==> config.mk <==
export PLATFORM = sky130hd
export DESIGN_NAME = spi_calc_periph
export DESIGN_NICKNAME = d
export VERILOG_FILES = /design/src/rtl/spi_calc_periph.sv
export SDC_FILE = /design/constraint.sdc
export NUM_CORES = 1
export LEC_CHECK = 0
export BUFFER_PORTS_ARGS = -buffer_cell sky130_fd_sc_hd__buf_2
export CORE_ASPECT_RATIO = 1.75
export CORE_MARGIN = 3
export CORE_UTILIZATION = 25
export DETAILED_ROUTE_END_ITERATION = 16
export MAX_ROUTING_LAYER = met4
export SYNTH_ARGS = -nofsm -noshare
export SYNTH_HDL_FRONTEND = slang
export SYNTH_SLANG_ARGS = --single-unit
==> constraint.sdc <==
create_clock -name clk_i -period 3.55 [get_ports clk_i]
set_clock_uncertainty 0.05 [all_clocks]
set_input_delay 0.355 -clock clk_i [delete_from_list [all_inputs] [get_ports clk_i]]
set_output_delay 0.355 -clock clk_i [all_outputs]
set_load 0.02 [all_outputs]
==> src/rtl/spi_calc_periph.sv <==
// SPI mode-0 register peripheral fronting an external calculation unit.
// Optional: define SPI_CALC_AUTOSTART_EN so that a committed OPB write also requests a start.
module spi_calc_periph #(
  parameter int OP_W   = 8,
  parameter int ADDR_W = 8
) (
  input  logic              clk_i,
  input  logic              rst_i,
  input  logic              sclk_i,
  input  logic              cs_n_i,
  input  logic              mosi_i,
  output logic              miso_o,
  output logic              calc_rst_o,
  output logic              start_o,
  output logic [OP_W-1:0]   op_a_o,
  output logic [OP_W-1:0]   op_b_o,
  input  logic [2*OP_W-1:0] y_i,
  input  logic              busy_i
);

  localparam int DATA_W = 2 * OP_W;
  localparam int IDX_W  = ADDR_W - 1;
  localparam int CNT_W  = $clog2((DATA_W > ADDR_W ? DATA_W : ADDR_W) + 1);
  localparam logic [CNT_W-1:0] ADDR_LAST = CNT_W'(ADDR_W - 1);
  localparam logic [CNT_W-1:0] DATA_LAST = CNT_W'(DATA_W - 1);
  localparam logic [IDX_W-1:0] IDX_CTRL   = IDX_W'(0);
  localparam logic [IDX_W-1:0] IDX_OPA    = IDX_W'(1);
  localparam logic [IDX_W-1:0] IDX_OPB    = IDX_W'(2);
  localparam logic [IDX_W-1:0] IDX_RESULT = IDX_W'(3);
  localparam logic [IDX_W-1:0] IDX_STATUS = IDX_W'(4);

  typedef enum logic [1:0] {IDLE, ADDR, DATA, WAIT} state_t;

  state_t              state;
  logic [1:0]          sclk_p0, cs_p0, mosi_p0;
  logic                sclk_p1;
  logic                armed;
  logic [CNT_W-1:0]    bit_cnt;
  logic [ADDR_W-1:0]   addr_sh;
  logic [OP_W-1:0]     data_sh;
  logic [DATA_W-1:0]   tx_sh;
  logic                miso_q;
  logic                wr_vld_p1, ld_vld_p1;
  logic [DATA_W-1:0]   result_q;
  logic                done_q, ovr_q, busy_d;
  logic [DATA_W-1:0]   rd_data;

  logic                sclk_rise, sclk_fall, cs_hi;
  logic [IDX_W-1:0]    idx;
  logic                wr_flag, auto_req, start_req, rst_eff, start_go, ovr_set, busy_fall;
  logic                clr_done, clr_ovr;

  assign sclk_rise = sclk_p0[1] & ~sclk_p1;
  assign sclk_fall = ~sclk_p0[1] & sclk_p1;
  assign cs_hi     = cs_p0[1];
  assign idx       = addr_sh[IDX_W-1:0];
  assign wr_flag   = addr_sh[ADDR_W-1];
  assign miso_o    = miso_q;

  // Frame engine: synchronisers, bit counting, receive and transmit shifters
  always_ff @(posedge clk_i or posedge rst_i) begin
    if (rst_i) begin
      sclk_p0   <= '0;
      cs_p0     <= '0;
      mosi_p0   <= '0;
      sclk_p1   <= 1'b0;
      state     <= IDLE;
      armed     <= 1'b0;
      bit_cnt   <= '0;
      addr_sh   <= '0;
      data_sh   <= '0;
      tx_sh     <= '0;
      miso_q    <= 1'b0;
      wr_vld_p1 <= 1'b0;
      ld_vld_p1 <= 1'b0;
    end else begin
      sclk_p0   <= {sclk_p0[0], sclk_i};
      cs_p0     <= {cs_p0[0], cs_n_i};
      mosi_p0   <= {mosi_p0[0], mosi_i};
      sclk_p1   <= sclk_p0[1];
      wr_vld_p1 <= 1'b0;
      ld_vld_p1 <= 1'b0;
      // A frame only starts after cs has been seen high, so a reset mid-frame stays idle
      if (cs_hi) begin
        state   <= IDLE;
        armed   <= 1'b1;
        bit_cnt <= '0;
        miso_q  <= 1'b0;
      end else begin
        case (state)
          IDLE: if (armed) begin
            state   <= ADDR;
            armed   <= 1'b0;
            bit_cnt <= '0;
          end
          ADDR: if (sclk_rise) begin
            addr_sh <= {addr_sh[ADDR_W-2:0], mosi_p0[1]};
            if (bit_cnt == ADDR_LAST) begin
              state     <= DATA;
              bit_cnt   <= '0;
              ld_vld_p1 <= ~addr_sh[ADDR_W-2];
            end else begin
              bit_cnt <= bit_cnt + CNT_W'(1);
            end
          end
          DATA: if (sclk_rise) begin
            data_sh <= {data_sh[OP_W-2:0], mosi_p0[1]};
            if (bit_cnt == DATA_LAST) begin
              state     <= WAIT;
              wr_vld_p1 <= wr_flag;
            end else begin
              bit_cnt <= bit_cnt + CNT_W'(1);
            end
          end
          default: ;
        endcase
        if ((state == DATA || state == WAIT) && sclk_fall && !wr_flag) begin
          miso_q <= tx_sh[DATA_W-1];
          tx_sh  <= {tx_sh[DATA_W-2:0], 1'b0};
        end
        if (ld_vld_p1) tx_sh <= rd_data;
      end
    end
  end

  always_comb begin
    rd_data = '0;
    case (idx)
      IDX_CTRL:   rd_data = {{(DATA_W-1){1'b0}}, calc_rst_o};
      IDX_OPA:    rd_data = {{OP_W{1'b0}}, op_a_o};
      IDX_OPB:    rd_data = {{OP_W{1'b0}}, op_b_o};
      IDX_RESULT: rd_data = result_q;
      IDX_STATUS: rd_data = {{(DATA_W-3){1'b0}}, ovr_q, done_q, busy_i};
      default:    rd_data = '0;
    endcase
  end

`ifdef SPI_CALC_AUTOSTART_EN
  assign auto_req = wr_vld_p1 && (idx == IDX_OPB);
`else
  assign auto_req = 1'b0;
`endif

  // A CTRL write that also changes the reset level is judged on the new level
  assign start_req = (wr_vld_p1 && (idx == IDX_CTRL) && data_sh[1]) || auto_req;
  assign rst_eff   = (wr_vld_p1 && (idx == IDX_CTRL)) ? data_sh[0] : calc_rst_o;
  assign start_go  = start_req && !busy_i && !rst_eff;
  assign ovr_set   = start_req && busy_i;
  assign busy_fall = busy_d && !busy_i;
  assign clr_done  = wr_vld_p1 && (idx == IDX_STATUS) && data_sh[1];
  assign clr_ovr   = wr_vld_p1 && (idx == IDX_STATUS) && data_sh[2];

  // Commit stage: register writes, start pulse and status flags
  always_ff @(posedge clk_i or posedge rst_i) begin
    if (rst_i) begin
      calc_rst_o <= 1'b0;
      start_o    <= 1'b0;
      op_a_o     <= '0;
      op_b_o     <= '0;
      result_q   <= '0;
      done_q     <= 1'b0;
      ovr_q      <= 1'b0;
      busy_d     <= 1'b0;
    end else begin
      busy_d  <= busy_i;
      start_o <= start_go;
      if (wr_vld_p1) begin
        case (idx)
          IDX_CTRL: calc_rst_o <= data_sh[0];
          IDX_OPA:  op_a_o     <= data_sh;
          IDX_OPB:  op_b_o     <= data_sh;
          default: ;
        endcase
      end
      if (busy_fall) result_q <= y_i;
      done_q <= (done_q & ~clr_done) | busy_fall;
      ovr_q  <= (ovr_q & ~clr_ovr) | ovr_set;
    end
  end

endmodule

**Yosys cells after proc, flatten, opt, wreduce, memory -nomap -nowiden**

Index checks and enable logic that the tools add are counted.

- Bitwise gates (word level): 12
- Mux-type cells: 30
- Equality and inequality tests: 15
- Add/subtract/negate cells: 1
- Reductions and logical operators: 29
- Order comparisons: 0
- Divide/modulo/power cells: 0
- Multiply operators: 0
- Shifts and indexed selects: 0

Operators by type and width:

| kind | number |
|---|---|
| 16-bit one-hot mux with 5 select lines | 1 |
| 16-bit two-way mux | 2 |
| 5-bit two-way mux | 6 |
| 3-bit inequality test, second input constant | 6 |
| 5-bit one-hot mux with 3 select lines | 1 |
| 7-bit by 2-bit == test with 1-bit output, second input constant | 2 |
| 1-bit two-way mux | 13 |
| 2-bit two-way mux | 6 |
| 1-bit logical AND | 11 |
| 2-bit AND reduction | 4 |
| 7-bit by 1-bit == test with 1-bit output, second input constant | 1 |
| 7-bit by 3-bit == test with 1-bit output, second input constant | 1 |
| 7-bit zero test | 1 |
| 1-bit inverter | 6 |
| 2-bit one-hot mux with 3 select lines | 1 |
| 3-bit AND reduction | 2 |
| 6-bit AND reduction | 1 |
| 2-bit nonzero test | 3 |
| 5-bit by 1-bit adder with 5-bit output, second input constant | 1 |
| 5-bit by 3-bit == test with 1-bit output, second input constant | 1 |
| 5-bit by 4-bit == test with 1-bit output, second input constant | 1 |
| 5-bit AND reduction | 1 |
| 1-bit bitwise AND | 4 |
| 2-bit == test, second input constant | 2 |
| 6 further kinds | 9 |

- RAM bits: 0
- Input bits: 22
- Word-level logic and storage cells: 108
- Output and inout port bits: 19
- Memory bits (read-only): 0
- Memories kept: 0
- Bits in registers: 87
- Bits in latches: 0

**Longest topological paths before layout**

Gate-level depths: netlist of run 1.

- Depth in word-level cells: 6
- Mapped depth: 8
- Mapped depth without buffers: 8

**Worst setup path after synthesis of run 1**

OpenSTA, ideal clock, no wires.

- Kind: register -> register
- From: reg state[0]
- To: reg bit_cnt[2]
- Setup slack: 1.563 ns
- Data arrival time: 1.871 ns
- Stages on the path, launching flop included: 8
- Clock period less this slack: 1.987 ns
- Library setup time: 0.066 ns
- Buffers on the path: 0
- Data required time: 3.434 ns
- Path through: dfrtp_1 inv_1 ha_1 or2_1 a211oi_2 a21oi_2 or4b_1 nand2_1

- Cells in the longest elaborated chain, start to end: 3
- Elaborated cells between the ends (all ways): 11
- Classes of those cells: 6 x eq/ne; 2 x mux; 3 x reduce/logical

Ends and longest elaborated chain:

| what | RTL line | text |
|---|---|---|
| start: declaration | 34 | `state_t state;` |
| start signal: assignment | 67 | `state <= IDLE;` |
| start signal: assignment | 85 | `state <= IDLE;` |
| start signal: assignment | 92 | `state <= ADDR;` |
| 2-bit == test (tied with other cells) | 90 | `case (state)` |
| 3-bit inequality test (no line) (tied with other cells) | - |  |
| 5-bit AND reduction (no line) / 5-bit two-way mux (equally long branches) | - |  |
| end signal: assignment | 103 | `bit_cnt <= bit_cnt + CNT_W'(1);` |
| end signal: assignment | 112 | `bit_cnt <= bit_cnt + CNT_W'(1);` |
| end: declaration | 38 | `logic [CNT_W-1:0] bit_cnt;` |

Parallel ways exist; a longest one is shown, timed or not.
A chain may end at the register's enable or synchronous reset.

**Worst setup path in the final report of run 1**

Same ends and word-level chain as after synthesis.

==> metrics.yaml, run 1 <==
timing:
  slew_headroom: 0.469
  slew_viol_final: 0
  fin_crit_sh: 0.615
  finalSetupTns_ps: 0
  hold_violations: 0
  setup_viol: 0
  grt_setup_unrepaired: "no"
  fmaxAchievable_ghz: 0.458
  worst_pin_slew_ps: 792
  fin_hold_ws_ps: 64.7
  fin_crit_ps: 2180
global_routing:
  grt_usage: 0.105
  grt_start_max_net_pins: 31
  grt.overflow.total: 0
  grt_pass1_vias: 2651
  grt_pass1_wl_um: 13600
  antenna_found_initial: 0
pwr:
  combPwrFrac: 0.183
  internal-power_w: 0.00188
  swShare: 0.300
  p_seq_frac: 0.475
  switchingPower_w: 0.000807
  vdd_drop_max_mv: 0.275
  p_leak_nw: 2.08
  clkPwrFrac: 0.342
  powerDensity_nw_per_um2: 600
setup_path:
  cp_slowest_cell: "or4b_1"
  crit_type: "reg2reg"
  worstReg2RegEnd: "bit_cnt[2]$_DFFE_PP0P_"
  cp.arrival_ps: 2410
  cp.required_ps: 3780
  ff2ff_path_depth: 7
  crit_path_start: "state[0]$_DFFE_PP0P_"
  critPathCaptureType: "flip-flop"
  cp_slowest_stage_delay_ps: 550
  cp-start-kind: "flip-flop"
  cp_cell_sequence: "inv_1 > ha_1 > or2_1 > a211oi_2 > a21oi_2 > or4b_1 > nand2_1"
  endpoint: "bit_cnt[2]$_DFFE_PP0P_"
  rr_startpoint: "state[0]$_DFFE_PP0P_"
  r2r_slack_ps: 1370
  crit_fanout: 9
final_layout:
  drive_gt1_frac: 0.354
  layout_commonest_cell: "dfrtp_1"
  nets: 373
  utilization: 0.307
  area_growth_pct: 18.9
  seq_area_sq_um: 2180
  multi_input_area_sq_um: 1490
  layout_common_cells: "dfrtp_1, mux2_2, buf_2"
  num_antenna_cells: 0
  num-fill-cells: 1464
yosys:
  ys_types: 44
  synth_edf_count: 0
  ys_seq_area_frac: 0.578
  ys_async_sr_fraction: 1.00
  synthCells: 300
  synth-compound-area-share: 0.0994
  synth_top_family_by_area: "multiplexers"
  synthesis.nets: 328
  avgSynthCellArea_sq_um: 12.5
  syn_area_sq_um: 3760
  synth-seq-cells: 87
  synth_ff_type: "dfrtp_1"
  synth_simple_gate_area_frac: 0.101
  synth-xor-area-share: 0
  synthMuxAreaShare: 0.175
  yosysWarnings: 0
  synthAdderAreaFrac: 0.0199
worst_hold_path:
  hp-start: "mosi_i"
  hold_path.class: "in2reg"
placed_design:
  routabilityCongestion: 0.748
  dpl.hpwl_um: 5930
  portBuffers: 40
job:
  drv_cap: 0
clock_tree:
  numCtsBuffers: 9
  htreeDepth: 3
  cts-root-buf: "clkbuf_16"
  cts_resized: 0
  worstSkewPairLatency_ps: 340
  clkTransAtPathRegs_ps: 70
  cts_buffer_depth: 2
  cts_tree: "built"
  post-cts-setup-buffer-count: 0
  holdBufCountCts: 1
  clkSinkCount: 87
route:
  dr.pass1.iters: 4
  drc: 0
  antenna_left: 0
  wire_per_inst_um: 14.9
  routed_wl_um: 7920
  drt_iter0_markers: 105
  vias: 2474
  viasPerCell: 4.67
die:
  fp.dieH_um: 168
  ios: 41
  fp.coreArea_sq_um: 14600
  fp.dieW_um: 98.8
  dieArea_sq_um: 16600
  start_util: 0.258
  num_rows: 58
run_status:
  outcome: "completed"
cells in the mapped netlist, drive strengths merged (3+ instances only):
cell	instances	share of area
nor2	18	0.018
o22ai	3	0.0050
o221ai	3	0.0070
nor3	3	0.0040
a21oi	14	0.020
nand2	17	0.018
nor3b	4	0.011
buf	7	0.0086
dfrtp	87	0.58
nand2b	4	0.0066
mux2	53	0.16
o21ai	10	0.013
ha	6	0.020
mux2i	4	0.011
inv	13	0.013
and3	3	0.0050
o21a	3	0.0060
clkbuf	4	0.0040
nor2b	4	0.0066
nand3	4	0.0053
a22oi	14	0.028
worst min-delay path by stage:
| stage | end | slack [ps] | cells after the start |
|---|---|---|---|
| after floorplan | cs_p0[1]$_DFF_PP0_ | 280 | 0 |
| after global placement | mosi_p0[1]$_DFF_PP0_ | 280 | 0 |
| after detailed placement | cs_p0[1]$_DFF_PP0_ | 290 | 0 |
| after CTS | mosi_p0[0]$_DFF_PP0_ | 60 | 1 |
| after global routing | mosi_p0[0]$_DFF_PP0_ | 60 | 1 |
| final | mosi_p0[0]$_DFF_PP0_ | 60 | 1 |
logic make-up (layout without fill, tap and decap cells):
logic type,count (synthesis),after routing
buffers and inverters,25,75
flip-flops,87,87
AO/OA/AOI/OAI,56,56
multiplexers,58,58
AND/OR/NAND/NOR,68,68
adder cells (fa/ha/maj),6,6
metrics by stage:
stage                     area [sq um]  total power, W  instances  setup slack, ps
final                             4480         0.00269        530             1370
after global routing              4480         0.00284        530             1190
after CTS                         4480         0.00272        530             1350
after detailed placement          4180         0.00180        513             1350
after global placement            4180         0.00177        513             1460
after floorplan                   3760         0.00166        300              895
sequential cells by signal, indices dropped and copies added, names as in the netlist:
name and count:
tx_sh 16, busy_d 1, result_q 16, armed 1, state 2, sclk_p0 2
start_o 1, cs_p0 2, data_sh 8, op_a_o 8, addr_sh 8, done_q 1
sclk_p1 1, bit_cnt 5, miso_o 1, ld_vld_p1 1, mosi_p0 2, op_b_o 8
ovr_q 1, calc_rst_o 1, wr_vld_p1 1
power groups by stage:
| stage | clock network (W) | logic [W] | registers [W] |
|---|---|---|---|
| floorplan | 0 | 0.000442 | 0.00122 |
| global route | 0.000978 | 0.000555 | 0.00130 |
| CTS | 0.000937 | 0.000502 | 0.00128 |
| global placement | 0 | 0.000478 | 0.00129 |
| detailed placement | 0 | 0.000501 | 0.00130 |
| finish | 0.000919 | 0.000492 | 0.00128 |
layout make-up:
type / instances / share of cell area
Clock buffer: 9 / 0.0503
Clock inverter: 7 / 0.0145
Inverter: 14 / 0.0120
Multi-Input combinational cell: 188 / 0.333
Sequential cell: 87 / 0.486
Tap cell: 180 / 0.0503
Timing Repair Buffer: 45 / 0.0536
worst max-delay path: cells and delay by family (launching register included):
family | cells | cell delay (ps)
buf+inv | 1 | 80
fa+ha+maj | 1 | 260
flops | 1 | 400
simple gates | 3 | 910
compound gates | 2 | 420
per-layer routing:
layer	up-vias	routed length [um]	GRT usage
li1	1163	-	-
met1	1245	3310	0.119
met2	48	4170	0.177
met3	18	219	0.0149
met4	0	225	0.0553
met5	-	0	-
(Power assumes the default switching activity.)
==> run 2: changes to the inputs <==
==> constraint.sdc (replaced) <==
create_clock -name clk_i -period 1.85 [get_ports clk_i]
set_clock_uncertainty 0.05 [all_clocks]
set_input_delay 0.185 -clock clk_i [delete_from_list [all_inputs] [get_ports clk_i]]
set_output_delay 0.185 -clock clk_i [all_outputs]
set_load 0.02 [all_outputs]
==> run 2 against run 1 <==
  * Sequential power is 89% higher
  * Sequential share of layout area down 2.9 points
  * Clock power is 92% higher
  * Total power increased by 100%
  * Register-to-register slack worse by 1400 ps
  * Largest power group unchanged
  * Maximum frequency up 16%
  * Highest routed layer unchanged
  * First-iteration DRC count shrank 17%
  * The flow now finishes with violations (negative setup slack)
  * Routed wire length grew 3.4%
  * Clock-buffer cell count unchanged
==> metrics.yaml, run 2 (synthesis gave the netlist of run 1 again) <==
run_status:
  outcome: "finished, violations left"  # was completed
  failed_checks: "negative setup slack"
clock_tree:
  cts-root-buf: "clkbuf_16"  # unchanged
  numCtsBuffers: 9  # unchanged
  worstSkewPairLatency_ps: 340  # about the same
  cts_tree: "built"  # unchanged
  htreeDepth: 3  # unchanged
  clkSinkCount: 87  # unchanged
  clkTransAtPathRegs_ps: 70  # about the same
  cts_buffer_depth: 2  # unchanged
global_routing:
  grt_pass1_vias: 2673  # was 2651
  grt_pass1_wl_um: 13700  # was 13600 um
  grt_start_max_net_pins: 60  # was 31
  grt.overflow.total: 0  # unchanged
  grt_usage: 0.108  # was 0.105
  antenna_found_initial: 0  # unchanged
placed_design:
  pre_cts_ws_ps: -61.7  # was 1350 ps
  placed_area_sq_um: 4330  # was 4180 sq um
  portBuffers: 40  # unchanged
  dpl.hpwl_um: 5970  # was 5930 um
  dp_cells: 529  # was 513
  routabilityCongestion: 0.805  # was 0.748
route:
  drc: 0  # unchanged
  met1_length_um: 3300  # was 3310 um
  dr.pass1.iters: 6  # was 4
  wl_met2_um: 4470  # was 4170 um
  dr_wl_met3_um: 255  # was 219 um
  routed_wl_um: 8190  # was 7920 um
  drt_iter0_markers: 87  # was 105
  wire_per_inst_um: 14.8  # was 14.9 um
  highest_layer: "met4"  # unchanged
  viasPerCell: 4.55  # was 4.67
  vias: 2523  # was 2474
  antenna_left: 0  # unchanged
die:
  fp.dieH_um: 168  # unchanged
  num_rows: 58  # unchanged
  dieArea_sq_um: 16600  # unchanged
  fp.dieW_um: 98.8  # unchanged
  ios: 41  # unchanged
  start_util: 0.258  # unchanged
  fp.coreArea_sq_um: 14600  # unchanged
timing:
  worst_slack_ps: -26.4  # was 1370 ps
  slew_viol_final: 0  # unchanged
  setup_viol: 1  # was 0
  fmaxAchievable_ghz: 0.533  # was 0.458 GHz
  hold_violations: 0  # unchanged
  worst_pin_slew_ps: 493  # was 792 ps
  fin_crit_ps: 1880  # was 2180 ps
  grt_setup_unrepaired: "yes"  # was no
  finalSetupTns_ps: -26.4  # was 0 ps
  fin_crit_sh: 1.01  # was 0.615
  slew_headroom: 0.669  # was 0.469
pwr:
  internal-power_w: 0.00378  # was 0.00188 W
  combPwrFrac: 0.226  # was 0.183
  vdd_drop_max_mv: 0.448  # was 0.275 mV
  switchingPower_w: 0.00162  # was 0.000807 W
  clkPwrFrac: 0.325  # was 0.342
  p_seq_frac: 0.449  # was 0.475
  swShare: 0.301  # was 0.300
  p_leak_nw: 2.21  # was 2.08 nW
  powerDensity_nw_per_um2: 1130  # was 600 nW/um^2
setup_path:
  crit_type: "reg2reg"  # unchanged
  endpoint: "bit_cnt[2]$_DFFE_PP0P_"  # unchanged
  ff2ff_path_depth: 7  # unchanged
  cp.required_ps: 2080  # was 3780 ps
  worstReg2RegEnd: "bit_cnt[2]$_DFFE_PP0P_"  # unchanged
  cp.arrival_ps: 2100  # was 2410 ps
  critPathCaptureType: "flip-flop"  # unchanged
  crit_fanout: 4  # was 9
  r2r_slack_ps: -30  # was 1370 ps
  cp-start-kind: "flip-flop"  # unchanged
  crit_path_start: "state[1]$_DFFE_PP0P_"  # was state[0]$_DFFE_PP0P_
  rr_startpoint: "state[1]$_DFFE_PP0P_"  # was state[0]$_DFFE_PP0P_
final_layout:
  nets: 397  # was 373
  final-instance-count-excl-fill: 554  # was 530
  num-fill-cells: 1445  # was 1464
  layout_commonest_cell: "dfrtp_1"  # unchanged
  fin_area_sq_um: 4770  # was 4480 sq um
  num_antenna_cells: 0  # unchanged
  area_growth_pct: 26.6  # was 18.9%
  drive_gt1_frac: 0.417  # was 0.354
  layout_common_cells: "dfrtp_1, mux2_2, buf_2"  # unchanged
  top_regs: "result_q x16, tx_sh x16"  # unchanged
job:
  drv_cap: 0  # unchanged
worst_hold_path:
  hold_path.class: "in2reg"  # unchanged
-- run 2: changes by cell type in the layout (fill, tap and decap cells not counted), moves of 2 or more --
cell,delta
buf_4,+16
inv_2,+2
inv_1,-2
dfrtp_2,+2
ha_1,-3
buf_12,+2
dfrtp_1,-2
ha_4,+2
clkinv_4,+2
buf_6,+2
dlygate4sd3_1,+4
-- run 2: stage by stage --
stage / power, W / utilization / hold WS (ps)
6_report: 0.00540 / 0.327 / 18.3
3_3_place_gp: 0.00349 / 0.297 / 103
3_5_place_dp: 0.00354 / 0.297 / 113
4_1_cts: 0.00537 / 0.322 / 8.29
5_1_grt: 0.00572 / 0.327 / 8.98
2_1_floorplan: 0.00319 / - / 166
-- run 2: layer usage --
metal | vias to the layer above | track usage
met5 | - | -
met4 | 0 | 0.0464
met3 | 10 | 0.0274
met2 | 34 | 0.189
met1 | 1269 | 0.112
li1 | 1210 | -
-- run 2: worst min-delay path by stage --
stage	startpoint	to	slack (ps)	cells after the start
2_1_floorplan	busy_i	busy_d$_DFF_PP0_	170	0
3_3_place_gp	rst_i	op_b_o[5]$_DFFE_PP0P_	100	2
3_5_place_dp	rst_i	op_b_o[6]$_DFFE_PP0P_	110	2
4_1_cts	y_i[13]	result_q[13]$_DFFE_PP0P_	8	2
5_1_grt	y_i[13]	result_q[13]$_DFFE_PP0P_	9	2
6_report	y_i[13]	result_q[13]$_DFFE_PP0P_	20	2
-- run 2: layout make-up --
| class | instances | area [sq um] | share of cell area |
|---|---|---|---|
| clock buffer | 9 | 225 | 0.0472 |
| clock inverter | 7 | 65.1 | 0.0136 |
| timing repair buffer | 69 | 463 | 0.0971 |
| tap | 180 | 225 | 0.0472 |
| inverter | 14 | 56.3 | 0.0118 |
| multi-input combinational | 188 | 1550 | 0.326 |
| sequential | 87 | 2180 | 0.457 |
-- run 2: repair_timing --
item                       4_1_cts  5_1_grt
resized for setup                5       12
hold buffers                     5        0
pin swaps                        2        3
hold endpoints to repair        13        0
buffers inserted                 2        2
setup endpoints to repair        4       26
-- run 2: worst max-delay path, stage by stage, from the launching register on --
cell and delay, ps:
dfrtp_1 410, inv_2 80, ha_4 170, or2_4 260
a211oi_4 220, a21oi_2 90, or4b_1 460, nand2_1 80
-- run 2: power groups by stage --
| stage | combinational, W | clock (W) | sequential, W |
|---|---|---|---|
| after floorplan | 0.000850 | 0 | 0.00234 |
| after global placement | 0.00106 | 0 | 0.00244 |
| after detailed placement | 0.00109 | 0 | 0.00245 |
| after CTS | 0.00114 | 0.00181 | 0.00242 |
| after global routing | 0.00135 | 0.00190 | 0.00248 |
| final | 0.00122 | 0.00176 | 0.00242 |
